<file path="config.mk">
export PLATFORM = sky130hd
export DESIGN_NAME = lsu_ctrl
export DESIGN_NICKNAME = d
export VERILOG_FILES = /design/src/rtl/lsu_ctrl.sv
export SDC_FILE = /design/constraint.sdc
export NUM_CORES = 1
export LEC_CHECK = 0
export ABC_AREA = 1
export CAP_MARGIN = 0
export CORE_ASPECT_RATIO = 2
export CORE_MARGIN = 3
export CORE_UTILIZATION = 47
export DETAILED_ROUTE_END_ITERATION = 7
export DONT_BUFFER_PORTS = 1
export HOLD_SLACK_MARGIN = 0.1
export PLACE_DENSITY = 0.65
export SYNTH_ARGS = -nofsm -noshare
export SYNTH_HDL_FRONTEND = slang
export SYNTH_SLANG_ARGS = --single-unit
</file>
<file path="constraint.sdc">
create_clock -name i_clk -period 1.57 [get_ports i_clk]
set_input_delay 0.157 -clock i_clk [delete_from_list [all_inputs] [get_ports i_clk]]
set_output_delay 0.157 -clock i_clk [all_outputs]
set_load 0.01 [all_outputs]
</file>
<file path="src/rtl/lsu_ctrl.sv">
// ============================================================================
//  Module   : lsu_ctrl
//  Purpose  : RV32I load/store controller for a word-wide data memory without
//             byte enables (sub-word stores use read-modify-write).
//             Optional macro LSU_MISALIGN_TRAP_EN enables the misalignment
//             FAULT path; otherwise misaligned addresses are force-aligned.
//  Revision : 1.0 - initial release
// ============================================================================
`default_nettype none

module lsu_ctrl #(
    parameter int WORD_ADDR_W = 8
) (
    input  logic        i_clk,
    input  logic        i_rst,
    input  logic        i_valid,
    output logic        o_ready,
    input  logic        i_load,
    input  logic        i_store,
    input  logic [2:0]  i_funct3,
    input  logic [31:0] i_addr,
    input  logic [31:0] i_wdata,
    output logic        o_mem_we,
    output logic [31:0] o_mem_addr,
    output logic [31:0] o_mem_wdata,
    input  logic [31:0] i_mem_rdata,
    output logic        o_rd_valid,
    output logic [31:0] o_rd_data,
    output logic        o_done,
    output logic        o_misaligned
);

    // Keeps the word-index bits only; the 33-bit intermediate lets
    // WORD_ADDR_W reach 30 without the shift overflowing.
    localparam logic [32:0] c_ADDR_LIM  = 33'd1 << (WORD_ADDR_W + 2);
    localparam logic [31:0] c_ADDR_MASK = (c_ADDR_LIM[31:0] - 32'd1) & 32'hFFFF_FFFC;

    localparam logic [1:0] c_SZ_B = 2'd0;
    localparam logic [1:0] c_SZ_H = 2'd1;
    localparam logic [1:0] c_SZ_W = 2'd2;

    typedef enum logic [2:0] {
        S_IDLE   = 3'd0,
        S_LOAD   = 3'd1,
        S_RMW_RD = 3'd2,
        S_WRITE  = 3'd3
`ifdef LSU_MISALIGN_TRAP_EN
        ,
        S_FAULT  = 3'd4
`endif
    } state_t;

    state_t      r_state;
    state_t      w_next;

    logic        w_accept;
    logic        w_fault;
    logic [1:0]  w_size;
    logic [1:0]  w_lane;

    logic [1:0]  r_lane;
    logic [1:0]  r_size;
    logic        r_unsigned;
    logic [15:0] r_wdata;
    logic [31:0] r_mem_addr;
    logic [31:0] r_mem_wdata;
    logic [31:0] r_rd_data;
    logic        r_rd_valid;
    logic        r_done;

    logic [4:0]  w_shift;
    logic [31:0] w_lane_word;
    logic [31:0] w_load_data;
    logic [31:0] w_mask;
    logic [31:0] w_ins;
    logic [31:0] w_merged;

    // ------------------------------------------------------------------
    // Request decode (funct3 values 011/110/111 collapse onto word size)
    // ------------------------------------------------------------------
    assign w_accept = i_valid & (r_state == S_IDLE) & (i_load | i_store);
    assign w_size   = i_funct3[1] ? c_SZ_W : (i_funct3[0] ? c_SZ_H : c_SZ_B);
    assign w_lane   = (w_size == c_SZ_W) ? 2'b00 :
                      (w_size == c_SZ_H) ? {i_addr[1], 1'b0} : i_addr[1:0];

`ifdef LSU_MISALIGN_TRAP_EN
    logic w_misal;
    logic r_misal;
    assign w_misal      = ((w_size == c_SZ_H) & i_addr[0]) |
                          ((w_size == c_SZ_W) & (|i_addr[1:0]));
    assign w_fault      = w_misal;
    assign o_misaligned = r_misal;
`else
    assign w_fault      = 1'b0;
    assign o_misaligned = 1'b0;
`endif

    // ------------------------------------------------------------------
    // FSM
    // ------------------------------------------------------------------
    always_ff @(posedge i_clk) begin
        if (i_rst) begin
            r_state <= S_IDLE;
        end else begin
            r_state <= w_next;
        end
    end

    always_comb begin
        w_next   = r_state;
        o_ready  = 1'b0;
        o_mem_we = 1'b0;
        case (r_state)
            S_IDLE: begin
                o_ready = 1'b1;
                if (w_accept) begin
`ifdef LSU_MISALIGN_TRAP_EN
                    if (w_fault)
                        w_next = S_FAULT;
                    else
`endif
                    if (i_load)
                        w_next = S_LOAD;
                    else if (w_size == c_SZ_W)
                        w_next = S_WRITE;
                    else
                        w_next = S_RMW_RD;
                end
            end
            S_LOAD:   w_next = S_IDLE;
            S_RMW_RD: w_next = S_WRITE;
            S_WRITE: begin
                o_mem_we = 1'b1;
                w_next   = S_IDLE;
            end
`ifdef LSU_MISALIGN_TRAP_EN
            S_FAULT:  w_next = S_IDLE;
`endif
            default:  w_next = S_IDLE;
        endcase
    end

    // ------------------------------------------------------------------
    // Lane extraction and merge; a half lane always has lane[0] = 0, so
    // one byte-granular shift serves both widths.
    // ------------------------------------------------------------------
    assign w_shift     = {r_lane, 3'b000};
    assign w_lane_word = i_mem_rdata >> w_shift;

    always_comb begin
        w_load_data = i_mem_rdata;
        case (r_size)
            c_SZ_B:  w_load_data = {{24{~r_unsigned & w_lane_word[7]}},  w_lane_word[7:0]};
            c_SZ_H:  w_load_data = {{16{~r_unsigned & w_lane_word[15]}}, w_lane_word[15:0]};
            default: w_load_data = i_mem_rdata;
        endcase
    end

    assign w_mask   = ((r_size == c_SZ_H) ? 32'h0000_FFFF : 32'h0000_00FF) << w_shift;
    assign w_ins    = {16'h0000, r_wdata} << w_shift;
    assign w_merged = (i_mem_rdata & ~w_mask) | (w_ins & w_mask);

    // ------------------------------------------------------------------
    // Datapath registers and completion pulses
    // ------------------------------------------------------------------
    always_ff @(posedge i_clk) begin
        if (i_rst) begin
            r_lane      <= 2'b00;
            r_size      <= c_SZ_B;
            r_unsigned  <= 1'b0;
            r_wdata     <= 16'h0000;
            r_mem_addr  <= 32'h0000_0000;
            r_mem_wdata <= 32'h0000_0000;
            r_rd_data   <= 32'h0000_0000;
            r_rd_valid  <= 1'b0;
            r_done      <= 1'b0;
        end else begin
            r_rd_valid <= (r_state == S_LOAD);
            r_done     <= (r_state == S_WRITE);
            if (w_accept) begin
                r_lane     <= w_lane;
                r_size     <= w_size;
                r_unsigned <= i_funct3[2];
                r_wdata    <= i_wdata[15:0];
                // A faulting request leaves the memory-side registers untouched
                if (!w_fault) begin
                    r_mem_addr <= i_addr & c_ADDR_MASK;
                    if (!i_load && (w_size == c_SZ_W))
                        r_mem_wdata <= i_wdata;
                end
            end
            if (r_state == S_LOAD)
                r_rd_data <= w_load_data;
            if (r_state == S_RMW_RD)
                r_mem_wdata <= w_merged;
        end
    end

`ifdef LSU_MISALIGN_TRAP_EN
    always_ff @(posedge i_clk) begin
        if (i_rst) begin
            r_misal <= 1'b0;
        end else begin
            r_misal <= (r_state == S_FAULT);
        end
    end
`endif

    assign o_mem_addr  = r_mem_addr;
    assign o_mem_wdata = r_mem_wdata;
    assign o_rd_data   = r_rd_data;
    assign o_rd_valid  = r_rd_valid;
    assign o_done      = r_done;

endmodule

`default_nettype wire

</file>
# == After elaboration in Yosys (flattened, before gate mapping) ==
# Index checks and enable logic that the tools add are counted.
# word_totals
register_bits,98
input_bits,104
# op_classes
bitwise,10
shifts,3
mux,15
n_eq_ne,7
reduce_logical,7
# ops
operator,n
$mux 32,3
$and 32x32->32,2
$pmux 32 s2,1
$shl 16x5->32,2
$not 32->32,1
$or 32x32->32,1
$shr 32x5->16,1
$mux 16,1
$eq 3x2->1 const B,2
$mux 2,3
$pmux 3 s2,1
$mux 1,5
$and 1x1->1,4
$eq 2x1->1 const B,2
$reduce_bool 2->1,2
$eq 3x1->1 const B,1
$logic_not 3->1,1
$mux 3,1
$eq 2x2->1 const B,1
$logic_not 2->1,1
$ne 2x2->1 const B,1
$reduce_and 2->1,1
$logic_and 1x1->1,1
$logic_not 1->1,1
other kinds (2),2

# == Longest topological paths before layout ==
# Gate-level depths: netlist (run 1).
# depth
word_depth,7
ltp_mapped,10
mapped_depth_nobuf,9

# == Least setup slack after synthesis (run 1) ==
# No wires, ideal clock.
# synth_timing
path_kind,register to register
startpoint,register r_state[0]
endpoint,"register r_mem_wdata[12], in the netlist o_mem_wdata[12]"
path_slack_ps,242
period_less_slack_ps,1328
t_arrival_ps,1219
required_ps,1461
stages_incl_launch_ff,10
setup_time_ps,109
path_cell_list,dfxtp_1 > nor2_2 > nand3_2 > nand2_2 > nand2_4 > inv_6 > buf_6 > nand3_1 > nand2_1 > inv_1
# synth_via
elab_chain_len,5
word_cells_on_any_way,8
cone_classes,1 x eq/ne; 1 x mux; 2 x bitwise; 4 x reduce/logical
# synth_lines
element,line_no,rtl
start: declaration,53,state_t r_state;
start signal: assignment,105,r_state <= w_next;
$logic_not 3->1,81,assign w_accept = i_valid & (r_state == S_IDLE) & (i_load | i_store);
$and 1x1->1 (2 in series),81,
$reduce_bool 2->1 (no line),-,
$reduce_and 2->1 (no line),-,
end signal: assignment,189,r_mem_wdata <= i_wdata;
end signal: assignment,195,r_mem_wdata <= w_merged;
end: declaration,66,logic [31:0] r_mem_wdata;
# Parallel ways exist; a longest one is shown, timed or not.
# A chain may end at the register's enable or synchronous reset.

# == Final worst setup path (run 1) ==
# layout_timing
startpoint,register r_lane[1]
endpoint,"register r_mem_wdata[10], in the netlist o_mem_wdata[10]"
# layout_via
elab_chain_len,5
word_cells_on_any_way,7
cone_classes,2 x shift; 1 x mux; 4 x bitwise
# layout_lines
element,line_no,rtl
start: declaration,61,logic [1:0] r_lane;
start signal: assignment,181,r_lane <= w_lane;
$shl 16x5->32,159,assign w_mask = ((r_size == c_SZ_H) ? 32'h0000_FFFF : 32'h0000_00FF) << w_shift;
$not 32->32,161,assign w_merged = (i_mem_rdata & ~w_mask) | (w_ins & w_mask);
$and 32x32->32,161,
$or 32x32->32 (*),161,
$mux 32 (*),194,if (r_state == S_RMW_RD)
# Mark *: on every way between the ends. The rest lies on a longest branch, timed or not.

==> results.py, run 1 <==
metrics = {
    "place": {
        "io_buffers": 0,
        "finalWeightedCongestion": 0.917,
        "dp.cells": 1019,
        "hpwl_um": 12800,
    },
    "finish": {
        "drive_gt1_frac": 0.0715,
        "n_fill_cell": 1139,
        "seq_area_um2": 1940,
        "layout.nets": 1064,
        "utilization": 0.586,
        "areaGrowthSynthToFinish_pct": 20.1,
        "final_cells": 1107,
        "multi_input_area_um2": 2730,
        "final_cell_mix": "nand2_1, inv_1, nand3_1, dfxtp_1, a21oi_1",
        "antennaDiodeCount": 0,
        "final_common_cell": "nand2_1",
    },
    "sta": {
        "fin_crit_ps": 1460,
        "hold_ws_ps": 110,
        "rsz0062_at_grt": "false",
        "finalSetupViolations": 0,
        "post-route-period-util": 0.932,
        "hold_viol": 0,
        "skew_ps": 11.4,
        "setup-tns-final_ps": 0,
        "drv_slew": 0,
        "clock.fmax_mhz": 683,
    },
    "floorplan": {
        "dieArea_um2": 13300,
        "core.rowCount": 55,
        "io_pins": 205,
        "initial_core_util": 0.488,
        "die_h_um": 160,
        "die_width_um": 83.0,
        "coreArea_um2": 11400,
    },
    "global_routing": {
        "grt_max_degree": 54,
        "antenna_found_initial": 0,
        "track_usage": 0.261,
        "grt_pass1_wl_um": 28100,
        "grt_pass1_vias": 5610,
        "gr-total-overflow": 0,
    },
    "critical_path": {
        "arrival_ps": 1770,
        "cp-end-kind": "register",
        "cp.required_ps": 1870,
        "max_stage_delay_ps": 370,
        "path_delay_family": "simple AND/OR/NAND/NOR gates",
        "critical_path_class": "reg -> reg",
        "crit_chain": "buf_12, nor2_4, inv_1, nand2_2, nand2_1, nand3_1, nand3_1, nand2_1, inv_1",
        "critPathMaxFanout": 29,
        "critPathBufInv": 3,
        "critPathLaunchType": "register",
        "cpMaxStageDelayCell": "dfxtp_1",
    },
    "power_and_ir_drop": {
        "pwr-share-clk": 0.294,
        "switching_share": 0.356,
        "seqPwrFrac": 0.428,
        "p_int_w": 0.00460,
        "vdd_drop_max_mv": 0.859,
        "power_w": 0.00714,
        "p_leak_nw": 3.25,
        "pwr-share-comb": 0.278,
        "power_density_nw_per_um2": 1070,
        "power_switching_w": 0.00255,
    },
    "clock_network": {
        "cts_tree": "built",
        "clk_pin_slew_ps": 70,
        "numCtsBuffers": 9,
        "cts_htree_levels": 3,
        "cts_setup_buffers": 0,
        "clk-insertion-delay-late_ps": 350,
        "cts_root_buf": "clkbuf_16",
        "cts_buffer_depth": 2,
        "cts.sinks": 97,
    },
    "run": {
        "cap_violations": 0,
    },
    "yosys": {
        "async_flop_share": 0,
        "ys_seq_area_frac": 0.348,
        "synthDistinctLibCells": 27,
        "ys.warnings.count": 0,
        "syn_area_um2": 5580,
        "synth_top_flop_cell": "dfxtp_1",
        "synth_edf_count": 0,
        "ys_ff_latch": 97,
        "synthCells": 899,
        "syn_avg_cell_area_um2": 6.20,
    },
    "detailed_routing": {
        "dr.pass1.iters": 6,
        "wl_per_cell_um": 16.2,
        "drtIter0Drc": 457,
        "drt-total-wl_um": 17900,
        "ant_nets": 0,
        "num_vias": 5761,
        "drt-vias-per-instance": 5.20,
        "drc": 0,
    },
    "worst_hold_path": {
        "hold_class": "in -> reg",
    },
    "run_status": {
        "status": "finished clean",
    },
}
[sequential cells by signal, indices dropped and copies added (netlist names), 2 cells and up]
signal       cells
o_mem_wdata     32
o_rd_data       32
r_wdata         16
o_mem_addr       8
r_lane           2
r_size           2
r_state          2
[what timing repair did]
item / 4_1_cts / 5_1_grt
setup endpoints to repair: 0 / 9
resized for setup: 0 / 2
hold endpoints to repair: 96 / 0
hold buffers: 72 / 0
[power by group through the flow]
stage / sequential, W / combinational (W) / clock (W)
after floorplan: 0.00304 / 0.00141 / 0
after global placement: 0.00312 / 0.00174 / 0
after detailed placement: 0.00312 / 0.00176 / 0
after CTS: 0.00306 / 0.00196 / 0.00214
after global routing: 0.00308 / 0.00224 / 0.00222
final: 0.00306 / 0.00199 / 0.00210
[logic make-up (layout without fill, tap and decap cells)]
kind of cell    after synthesis  count (layout)  synth area share
other cells                   1              25          0.000672
buf+inv                     218             260             0.180
flops                        97              97             0.348
simple gates                410             410             0.314
compound gates              173             173             0.157
[cells in the mapped netlist (6+ instances only)]
library cell | count | area [um^2]
buf_2 | 18 | 90.1
nor2_1 | 67 | 251
buf_4 | 29 | 218
dfxtp_1 | 97 | 1940
o21ai_1 | 6 | 30.0
nand3_1 | 112 | 561
inv_1 | 136 | 510
clkbuf_1 | 19 | 71.3
inv_2 | 6 | 22.5
o21ai_0 | 74 | 370
nand2_1 | 215 | 807
a21oi_1 | 88 | 440
[area by class of cell]
| type | count | area share |
|---|---|---|
| Sequential cell | 97 | 0.290 |
| Timing Repair Buffer | 101 | 0.153 |
| Clock inverter | 7 | 0.00803 |
| Multi-Input combinational cell | 608 | 0.408 |
| Tap cell | 142 | 0.0265 |
| Inverter | 143 | 0.0809 |
| Clock buffer | 9 | 0.0336 |
[worst paths after layout]
kind / startpoint / end / slack [ps] / cells after the start
max: r_lane[1]$_SDFFE_PP0P_ / o_mem_wdata[10]$_SDFFE_PP0P_ / 110 / 9
min: i_mem_rdata[13] / o_rd_data[13]$_SDFFE_PP0P_ / 110 / 6
max reg2reg: r_lane[1]$_SDFFE_PP0P_ / o_mem_wdata[10]$_SDFFE_PP0P_ / 110 / 9
min reg2reg: r_wdata[12]$_SDFFE_PP0P_ / r_wdata[12]$_SDFFE_PP0P_ / 470 / 2
[per-stage QoR]
step           worst slack [ps]  cell area [um^2]
6_report                    106              6700
5_1_grt                    26.3              6700
4_1_cts                    88.8              6690
3_5_place_dp                104              5680
3_3_place_gp                111              5680
2_1_floorplan               242              5670
[per-layer routing]
metal	vias to the layer above	GRT usage	routed length [um]
met5	-	0	0
met4	0	0.120	707
met3	44	0.0661	1380
met2	244	0.478	9480
met1	2585	0.274	6330
li1	2888	-	-
[worst reg2reg max path, stage by stage, from the launching register on]
cell	delay, ps
dfxtp_1	370
buf_12	200
nor2_4	70
inv_1	200
nand2_2	190
nand2_1	100
nand3_1	100
nand3_1	100
nand2_1	50
inv_1	40
(Power assumes the default switching activity.)
==> run 2: changes to the inputs <==
Settings changed: ABC_CLOCK_PERIOD_IN_PS from default to 1570.
==> results of run 2 <==
Same layout as run 1: the final DEF is identical, and so are final timing and power.
